## src/rtl/gp9001_pkg.sv

```systemverilog
// gp9001_pkg: types and helpers shared by the GP9001 host interface.
//   op_t       - decoded host operation latched on acceptance
//   state_t    - handshake FSM states
//   prio_op()  - resolves simultaneous strobes to a single winning op
package gp9001_pkg;

  typedef enum logic [2:0] {
    OP_NONE   = 3'd0,
    OP_SETPTR = 3'd1,
    OP_SELREG = 3'd2,
    OP_WREG   = 3'd3,
    OP_WRAM   = 3'd4,
    OP_RDL    = 3'd5,
    OP_RDH    = 3'd6
  } op_t;

  typedef enum logic [1:0] {
    IDLE   = 2'd0,
    EXEC   = 2'd1,
    RDWAIT = 2'd2,
    DONE   = 2'd3
  } state_t;

  // Fixed priority: SET_RAM_PTR > SELECT_REG > WRITE_REG > WRITE_RAM > READ_RAM_L > READ_RAM_H
  function automatic op_t prio_op(input logic setptr, input logic selreg, input logic wreg,
                                  input logic wram, input logic rdl, input logic rdh);
    op_t op;
    op = OP_NONE;
    if (setptr)      op = OP_SETPTR;
    else if (selreg) op = OP_SELREG;
    else if (wreg)   op = OP_WREG;
    else if (wram)   op = OP_WRAM;
    else if (rdl)    op = OP_RDL;
    else if (rdh)    op = OP_RDH;
    return op;
  endfunction

endpackage

```

## src/rtl/gp9001_regfile.sv

```systemverilog
// gp9001_regfile: 2**REG_AW x 16-bit control register file.
//   CLK96      in   clock
//   RESET96_N  in   synchronous active-low clear of every register
//   WE         in   write strobe
//   WIDX       in   register index to write
//   WDATA      in   write data
//   REG_FLAT   out  all registers, reg n at [16n+15:16n]
module gp9001_regfile #(
  parameter int REG_AW = 4
) (
  input  logic                       CLK96,
  input  logic                       RESET96_N,
  input  logic                       WE,
  input  logic [REG_AW-1:0]          WIDX,
  input  logic [15:0]                WDATA,
  output logic [16*(2**REG_AW)-1:0]  REG_FLAT
);
  import gp9001_pkg::*;

  localparam int NREG = 2**REG_AW;

  genvar gi;
  generate
    for (gi = 0; gi < NREG; gi++) begin : g_reg
      logic [15:0] reg_val_reg;

      always_ff @(posedge CLK96) begin
        if (!RESET96_N)
          reg_val_reg <= 16'h0000;
        else if (WE && (WIDX == REG_AW'(gi)))
          reg_val_reg <= WDATA;
      end

      assign REG_FLAT[16*gi +: 16] = reg_val_reg;
    end
  endgenerate

endmodule

```

## src/rtl/gp9001_host_if.sv

```systemverilog
// gp9001_host_if: GP9001 VDP host-side bus interface.
// Accepts level op strobes from the CPU block, executes one op at a time and
// acknowledges with a four-phase ACK. Owns the VRAM word pointer, the
// register-select latch and the control register file.
//   CLK96, RESET96_N          clock, synchronous active-low reset
//   OP_*                      level op requests (see gp9001_pkg::prio_op)
//   DIN / DOUT / ACK          CPU data in, read data out, acknowledge
//   VRAM_ADDR/DIN/WE, VRAM_Q  CPU-side port of the external dual-port VRAM
//   REG_FLAT, REG_IDX         register file contents, selected register
module gp9001_host_if #(
  parameter int VRAM_AW = 13,
  parameter int REG_AW  = 4
) (
  input  logic                       CLK96,
  input  logic                       RESET96_N,
  input  logic                       OP_SELECT_REG,
  input  logic                       OP_WRITE_REG,
  input  logic                       OP_WRITE_RAM,
  input  logic                       OP_READ_RAM_H,
  input  logic                       OP_READ_RAM_L,
  input  logic                       OP_SET_RAM_PTR,
  input  logic [15:0]                DIN,
  output logic [15:0]                DOUT,
  output logic                       ACK,
  output logic [VRAM_AW-1:0]         VRAM_ADDR,
  output logic [15:0]                VRAM_DIN,
  output logic                       VRAM_WE,
  input  logic [15:0]                VRAM_Q,
  output logic [16*(2**REG_AW)-1:0]  REG_FLAT,
  output logic [REG_AW-1:0]          REG_IDX
);
  import gp9001_pkg::*;

  state_t              state_reg;
  op_t                 op_reg;
  logic [15:0]         din_reg;
  logic [15:0]         dout_reg;
  logic                ack_reg;
  logic                vram_we_reg;
  logic [VRAM_AW-1:0]  ptr_reg;
  logic [REG_AW-1:0]   reg_idx_reg;
  op_t                 win_op;
  logic                any_strobe;
  logic                reg_we;

  assign win_op = prio_op(OP_SET_RAM_PTR, OP_SELECT_REG, OP_WRITE_REG,
                          OP_WRITE_RAM, OP_READ_RAM_L, OP_READ_RAM_H);
  assign any_strobe = (win_op != OP_NONE);

  always_ff @(posedge CLK96) begin
    if (!RESET96_N) begin
      state_reg   <= IDLE;
      op_reg      <= OP_NONE;
      din_reg     <= 16'h0000;
      dout_reg    <= 16'h0000;
      ack_reg     <= 1'b0;
      vram_we_reg <= 1'b0;
      ptr_reg     <= '0;
      reg_idx_reg <= '0;
    end else begin
      // Write enable is raised only for the single EXEC cycle of WRITE_RAM.
      vram_we_reg <= 1'b0;
      case (state_reg)
        IDLE: begin
          if (any_strobe) begin
            op_reg      <= win_op;
            din_reg     <= DIN;
            vram_we_reg <= (win_op == OP_WRAM);
            state_reg   <= EXEC;
          end
        end
        EXEC: begin
          case (op_reg)
            OP_SETPTR: begin
              ptr_reg   <= din_reg[VRAM_AW-1:0];
              ack_reg   <= 1'b1;
              state_reg <= DONE;
            end
            OP_SELREG: begin
              reg_idx_reg <= din_reg[REG_AW-1:0];
              ack_reg     <= 1'b1;
              state_reg   <= DONE;
            end
            OP_WREG: begin
              ack_reg   <= 1'b1;
              state_reg <= DONE;
            end
            OP_WRAM: begin
              ptr_reg   <= ptr_reg + VRAM_AW'(1);
              ack_reg   <= 1'b1;
              state_reg <= DONE;
            end
            OP_RDL, OP_RDH: state_reg <= RDWAIT;
            default:        state_reg <= IDLE;
          endcase
        end
        RDWAIT: begin
          // VRAM_Q now reflects the address presented during EXEC.
          dout_reg <= VRAM_Q;
          if (op_reg == OP_RDL)
            ptr_reg <= ptr_reg + VRAM_AW'(1);
          ack_reg   <= 1'b1;
          state_reg <= DONE;
        end
        DONE: begin
          if (!any_strobe) begin
            ack_reg   <= 1'b0;
            state_reg <= IDLE;
          end
        end
        default: state_reg <= IDLE;
      endcase
    end
  end

  // The register write lands on the EXEC edge, together with ACK rising.
  assign reg_we = (state_reg == EXEC) && (op_reg == OP_WREG);

  gp9001_regfile #(.REG_AW(REG_AW)) u_regfile (
    .CLK96     (CLK96),
    .RESET96_N (RESET96_N),
    .WE        (reg_we),
    .WIDX      (reg_idx_reg),
    .WDATA     (din_reg),
    .REG_FLAT  (REG_FLAT)
  );

  assign DOUT      = dout_reg;
  assign ACK       = ack_reg;
  assign VRAM_ADDR = ptr_reg;
  assign VRAM_DIN  = din_reg;
  assign VRAM_WE   = vram_we_reg;
  assign REG_IDX   = reg_idx_reg;

endmodule
```

## config.mk

```make
export PLATFORM = sky130hd
export DESIGN_NAME = gp9001_host_if
export DESIGN_NICKNAME = d
export VERILOG_FILES = /design/src/rtl/gp9001_pkg.sv /design/src/rtl/gp9001_regfile.sv /design/src/rtl/gp9001_host_if.sv
export SDC_FILE = /design/constraint.sdc
export NUM_CORES = 1
export LEC_CHECK = 0
export CAP_MARGIN = 15
export CORE_ASPECT_RATIO = 0.75
export CORE_MARGIN = 5
export CORE_UTILIZATION = 43
export CTS_CLUSTER_SIZE = 16
export DETAILED_ROUTE_END_ITERATION = 8
export PLACE_DENSITY_LB_ADDON = 0.12
export SLEW_MARGIN = 20
export SYNTH_ARGS = -nofsm -noshare
export SYNTH_HDL_FRONTEND = slang
export SYNTH_HIERARCHICAL = 1
export SYNTH_SLANG_ARGS = --single-unit
```

## constraint.sdc

```tcl
create_clock -name CLK96 -period 2.4 [get_ports CLK96]
set_clock_uncertainty 0.05 [all_clocks]
set_input_delay 0.36 -clock CLK96 [delete_from_list [all_inputs] [get_ports CLK96]]
set_output_delay 0.36 -clock CLK96 [all_outputs]
set_load 0.02 [all_outputs]
```

==> flow_summary.json, run 1 <==
{
  "status": "finished, final reports clean",
  "fin_cells": 1869,
  "vias": 9556,
  "finalSetupViolCount": 0,
  "grt_pass1_vias": 9466,
  "antenna_found_initial": 0,
  "hold_viol": 0,
  "syn-num-nets": 1208,
  "vias_per_cell": 5.11,
  "finalMaxSlewViolations": 0,
  "wire_per_inst_um": 20.3,
  "grt_max_degree": 99,
  "fin_nets": 1545,
  "grt_usage": 0.231,
  "dp.cells": 1815,
  "synth.avg_cell_area_um2": 10.3,
  "met2_usage": 0.377,
  "use_met1": 0.304,
  "htree_num_levels": 1,
  "routed_wl_mm": 37.9,
  "die_w_um": 202,
  "fin_ws_ns": 0.182,
  "ant_nets": 0,
  "dp_slack_ns": -0.0326,
  "crit_path_max_incr_delay_ns": 0.72,
  "clock_sinks": 312,
  "cp-start-kind": "register",
  "path_clk_slew_ns": 0.06,
  "cts_hold_buf": 0,
  "first_iter_violations": 479,
  "ys.flop_type": "dfxtp_1",
  "synth-async-reset-ratio": 0,
  "fin_crit_sh": 0.924,
  "place_area_mm2": 0.0158,
  "hold_ws_ns": 0.149,
  "io_pins": 347,
  "tritoncts": "built",
  "worst_path_max_delay_cell": "clkdlybuf4s50_1",
  "cap_violations": 0,
  "synth_area_mm2": 0.0119,
  "path_class": "register to output pin",
  "dp_hpwl_mm": 25.8,
  "yosysSeqAreaShare": 0.523,
  "relSlewSlack": 0.457,
  "max_freq_ghz": 0.451,
  "root_buffer": "clkbuf_16",
  "grt_pass1_wl_mm": 57.8,
  "critPathTopFamily": "buffers and inverters",
  "synth_edf_count": 0,
  "cp_data_arrival_time_ns": 1.81,
  "layout-drive-gt1-share": 0.0817,
  "critPathCaptureType": "output pin",
  "worstHoldPathType": "input pin to register",
  "drc_errors": 0,
  "start_util": 0.439,
  "gp_congestion": 0.884,
  "floorplan.rows": 52,
  "diodes": 0,
  "fin_crit_ns": 2.22,
  "numPortBuffers": 346,
  "worstMarginPinSlew_ns": 0.812,
  "coreArea_mm2": 0.0272,
  "netlist_instances": 1162,
  "stdcell_area_mm2": 0.0169,
  "rsz0062_at_grt": "false",
  "power_mw": 11.7,
  "p_leak_nw": 6.42,
  "die_h_um": 154,
  "ys_types": 55,
  "cts_max_path_buffers": 3,
  "firstDrtPassIters": 5,
  "area_growth_pct": 41.3,
  "insertion_delay_ns": 0.56,
  "cp.required_ns": 1.99,
  "grt_most_used_layer": "met2",
  "fillers": 2258,
  "largest_reg_flops": 256,
  "critPathMaxFanout": 11,
  "overflow": 0,
  "cp_num_buf_inv": 1,
  "ys_ff_latch": 312,
  "grt_use_met3": 0.0758,
  "numCtsBuffers": 31,
  "dieArea_mm2": 0.0312,
  "vdd_drop_max_mv": 0.611,
  "synth_warnings": 6,
  "powerDensity_mw_per_mm2": 692,
  "cp_cell_sequence": "clkdlybuf4s50_1"
}
cells in the mapped netlist (all sizes together) (5+ instances only):
cell type  instances  area, µm²
a21oi              9       45.0
o21ai              7       35.0
buf               39        327
nor2              53        224
nand2            287       1080
nand3              9       45.0
nor3               6       30.0
mux2i            294       2940
ha                 6       75.1
or3               10       67.6
dfxtp            312       6250
o22ai              5       31.3
inv               10       37.5
clkbuf            48        180
a31oi              6       37.5
cells by family (layout without fill, tap and decap cells):
kind of cell    count (synthesis)  in the layout  share of synthesized area
simple gates                  388            388                      0.136
fa+ha+maj                       6              6                    0.00629
buf+inv                        97            453                     0.0456
compound gates                 61             61                     0.0386
flops                         312            312                      0.523
mux                           298            298                      0.250
metrics by stage:
stage / utilization / setup TNS [ns]
final: 0.620 / 0
after global routing: 0.620 / 0
after CTS: 0.619 / 0
after detailed placement: 0.582 / -0.174
after global placement: 0.582 / -0.0210
after floorplan: - / 0
timing repair:
item,CTS,global route
gates resized for setup,1,4
setup buffers,0,2
setup endpoints to repair,34,80
per-layer routing:
metal  up-vias  wire length (µm)
li1       4597                 -
met4         0               777
met1      4628             16900
met5         -                 0
met2       285             17200
met3        46              3000
final timing paths:
kind / startpoint / to / slack (ns) / cells past startpoint
max: REG_IDX[1] / REG_IDX[1] / 0.18 / 1
min: RESET96_N / u_regfile/g_reg[13].reg_val_reg[15] / 0.15 / 3
max reg2reg: state_reg[0] / VRAM_ADDR[9] / 0.19 / 7
min reg2reg: u_regfile/g_reg[9].reg_val_reg[5] / u_regfile/g_reg[9].reg_val_reg[5] / 0.41 / 2
tightest hold or removal path, cell delays in order:
cell and delay, ns:
clkbuf_8 0.19, nand2_1 0.10, mux2i_1 0.05
report_power, final:
part           switching [mW]  internal [mW]  leakage [nW]  total [mW]
logic                   0.813          0.584          3.40        1.40
registers               0.143           5.29          2.52        5.43
clock network            2.01           2.83         0.498        4.84
layout by cell type (no fill, tap or decap), types with 8 or more instances in the layout:
cell type	count
buf_4	31
buf_12	13
clkdlybuf4s50_1	345
mux2i_1	294
or3_1	9
dfxtp_1	312
inv_1	10
clkbuf_16	31
nand2_1	286
nor2_2	10
a21oi_1	9
nand3_1	8
nor2_1	43
layout make-up:
| cell class | instances | area (µm²) | area share |
|---|---|---|---|
| Timing Repair Buffer | 391 | 3970 | 0.235 |
| Sequential cell | 312 | 6250 | 0.370 |
| Inverter | 10 | 37.5 | 0.00223 |
| Multi-Input combinational cell | 753 | 5170 | 0.306 |
| Tap cell | 351 | 439 | 0.0260 |
| Clock buffer | 42 | 867 | 0.0514 |
| Clock inverter | 10 | 135 | 0.00801 |
(Power assumes the default switching activity.)
==> run 2: changes to the inputs <==
--- a/config.mk
+++ b/config.mk
@@ -9,7 +9,7 @@
 export CORE_ASPECT_RATIO = 0.75
 export CORE_MARGIN = 5
 export CORE_UTILIZATION = 43
-export CTS_CLUSTER_SIZE = 16
+export CTS_CLUSTER_SIZE = 10
 export DETAILED_ROUTE_END_ITERATION = 8
 export PLACE_DENSITY_LB_ADDON = 0.12
 export SLEW_MARGIN = 20
==> run 2 against run 1 <==
Utilization up 0.10 points. First-iteration DRC count fell by 2.5%. Power up 1.3%. Die area is the same. Combinational power barely moved. Largest cell class unchanged.
==> flow_summary.json, run 2 (same netlist as run 1, synthesis figures left out) <==
{
  "cap_violations": 0,
  "vias": 9600,
  "numPortBuffers": 346,
  "firstDrtPassIters": 6,
  "relSlewSlack": 0.446,
  "met2_usage": 0.382,
  "use_met1": 0.306,
  "clock_sinks": 312,
  "vdd_drop_max_mv": 0.478,
  "root_buffer": "clkbuf_16",
  "fin_ws_ns": 0.181,
  "path_class": "register to register",
  "grt_max_degree": 99,
  "timing.rr.start": "state_reg[0]",
  "htree_num_levels": 2,
  "place_area_mm2": 0.0158,
  "fin_crit_sh": 0.924,
  "fin_cells": 1862,
  "io_pins": 347,
  "cts_hold_buf": 0,
  "grt_pass1_wl_mm": 58.1,
  "coreArea_mm2": 0.0272,
  "first_iter_violations": 467,
  "antenna_found_initial": 0,
  "dp_slack_ns": -0.0326,
  "hold_viol": 0,
  "dp_hpwl_mm": 25.8,
  "numCtsBuffers": 37,
  "stdcell_area_mm2": 0.0169,
  "grt_use_met3": 0.0754,
  "dp.cells": 1815,
  "power_mw": 11.8,
  "ant_nets": 0,
  "critPathTopFamily": "compound AO/OA/AOI/OAI gates",
  "diodes": 0,
  "finalSetupViolCount": 0,
  "fin_nets": 1551,
  "critPathCaptureType": "register",
  "gp_congestion": 0.884,
  "worstMarginPinSlew_ns": 0.829,
  "largest_reg_flops": 256,
  "critPathLaunch": "state_reg[0]",
  "drc_errors": 0,
  "final_cell_mix": "clkdlybuf4s50_1, dfxtp_1, mux2i_1",
  "powerDensity_mw_per_mm2": 700,
  "insertion_delay_ns": 0.52,
  "routed_wl_mm": 37.9,
  "fillers": 2256,
  "cts_max_path_buffers": 3,
  "multi_input_area_mm2": 0.00517,
  "wire_per_inst_um": 20.4,
  "start_util": 0.439,
  "layout-drive-gt1-share": 0.0788,
  "p_leak_nw": 6.42,
  "rsz0062_at_grt": "false",
  "path_clk_slew_ns": 0.06,
  "grt_pass1_vias": 9512,
  "worstHoldPathType": "input pin to register",
  "cp-start-kind": "register",
  "layout_commonest_cell": "clkdlybuf4s50_1",
  "register_area_mm2": 0.00625,
  "grt_most_used_layer": "met2",
  "crit_path_max_incr_delay_ns": 0.44,
  "overflow": 0,
  "max_freq_ghz": 0.451,
  "critPathMaxFanout": 11,
  "dieArea_mm2": 0.0312,
  "floorplan.rows": 52,
  "cp_data_arrival_time_ns": 2.60,
  "tritoncts": "built",
  "fin_crit_ns": 2.22,
  "vias_per_cell": 5.16,
  "worst_path_max_delay_cell": "dfxtp_1",
  "cp_num_buf_inv": 2,
  "status": "finished, final reports clean",
  "grt_usage": 0.234,
  "cp.required_ns": 2.78,
  "finalMaxSlewViolations": 0,
  "hold_path.startpoint": "RESET96_N",
  "die_w_um": 202,
  "die_h_um": 154,
  "cp_cell_sequence": "inv_1, ha_1, nor4b_1, a311o_2, buf_4, nand3_1, o22ai_1",
  "hold_ws_ns": 0.199,
  "area_growth_pct": 41.6
}
[run 2: changes by cell type in the layout (fill, tap and decap cells not counted), sizes merged]
| cell | change |
|---|---|
| inv | -1 |
| clkbuf | +1 |
| bufinv | -2 |
| clkinv | -5 |
[run 2: final cells by class]
cell class              instances  area share
clock buffers                  43      0.0587
multi-input cells             753       0.306
inverters                      10     0.00222
clock inverters                 2     0.00230
flip-flops and latches        312       0.370
well taps                     351      0.0260
repair buffers                391       0.235
[run 2: final timing paths]
kind	to	slack (ns)	depth (start not counted)
hold / removal	u_regfile/g_reg[13].reg_val_reg[15]	0.20	3
setup reg to reg	VRAM_ADDR[9]	0.18	7
hold reg to reg	u_regfile/g_reg[9].reg_val_reg[5]	0.40	2
setup / recovery	VRAM_ADDR[9]	0.18	7
[run 2: per-stage QoR]
step                      setup TNS, ns  utilization
after CTS                             0        0.620
after global placement          -0.0210        0.582
after global routing                  0        0.621
after floorplan                       0            -
after detailed placement         -0.174        0.582
final                                 0        0.621
[run 2: layer usage]
metal,wire length [µm],vias up,part of all wire
met5,0,-,0
met4,510,0,0.013
met3,2810,42,0.074
met2,17600,267,0.46
met1,17000,4689,0.45
li1,-,4602,-
[run 2: worst register-to-register path, delay by kind of cell (launching register included)]
family	cells	cell delay, ns
compound gates	2	0.57
fa+ha+maj	1	0.28
buf+inv	2	0.34
flops	1	0.44
simple gates	2	0.47
[run 2: report_power, final]
group          switching [mW]  internal [mW]
registers               0.143           5.29
clock network            2.00           2.98
logic                   0.814          0.584
total                    2.96           8.86
[run 2: timing repair]
action / in CTS / in global routing
gates resized for setup: 1 / 4
endpoints found under the hold margin: 0 / 0
endpoints found under the setup margin: 33 / 80
buffers inserted: 0 / 2
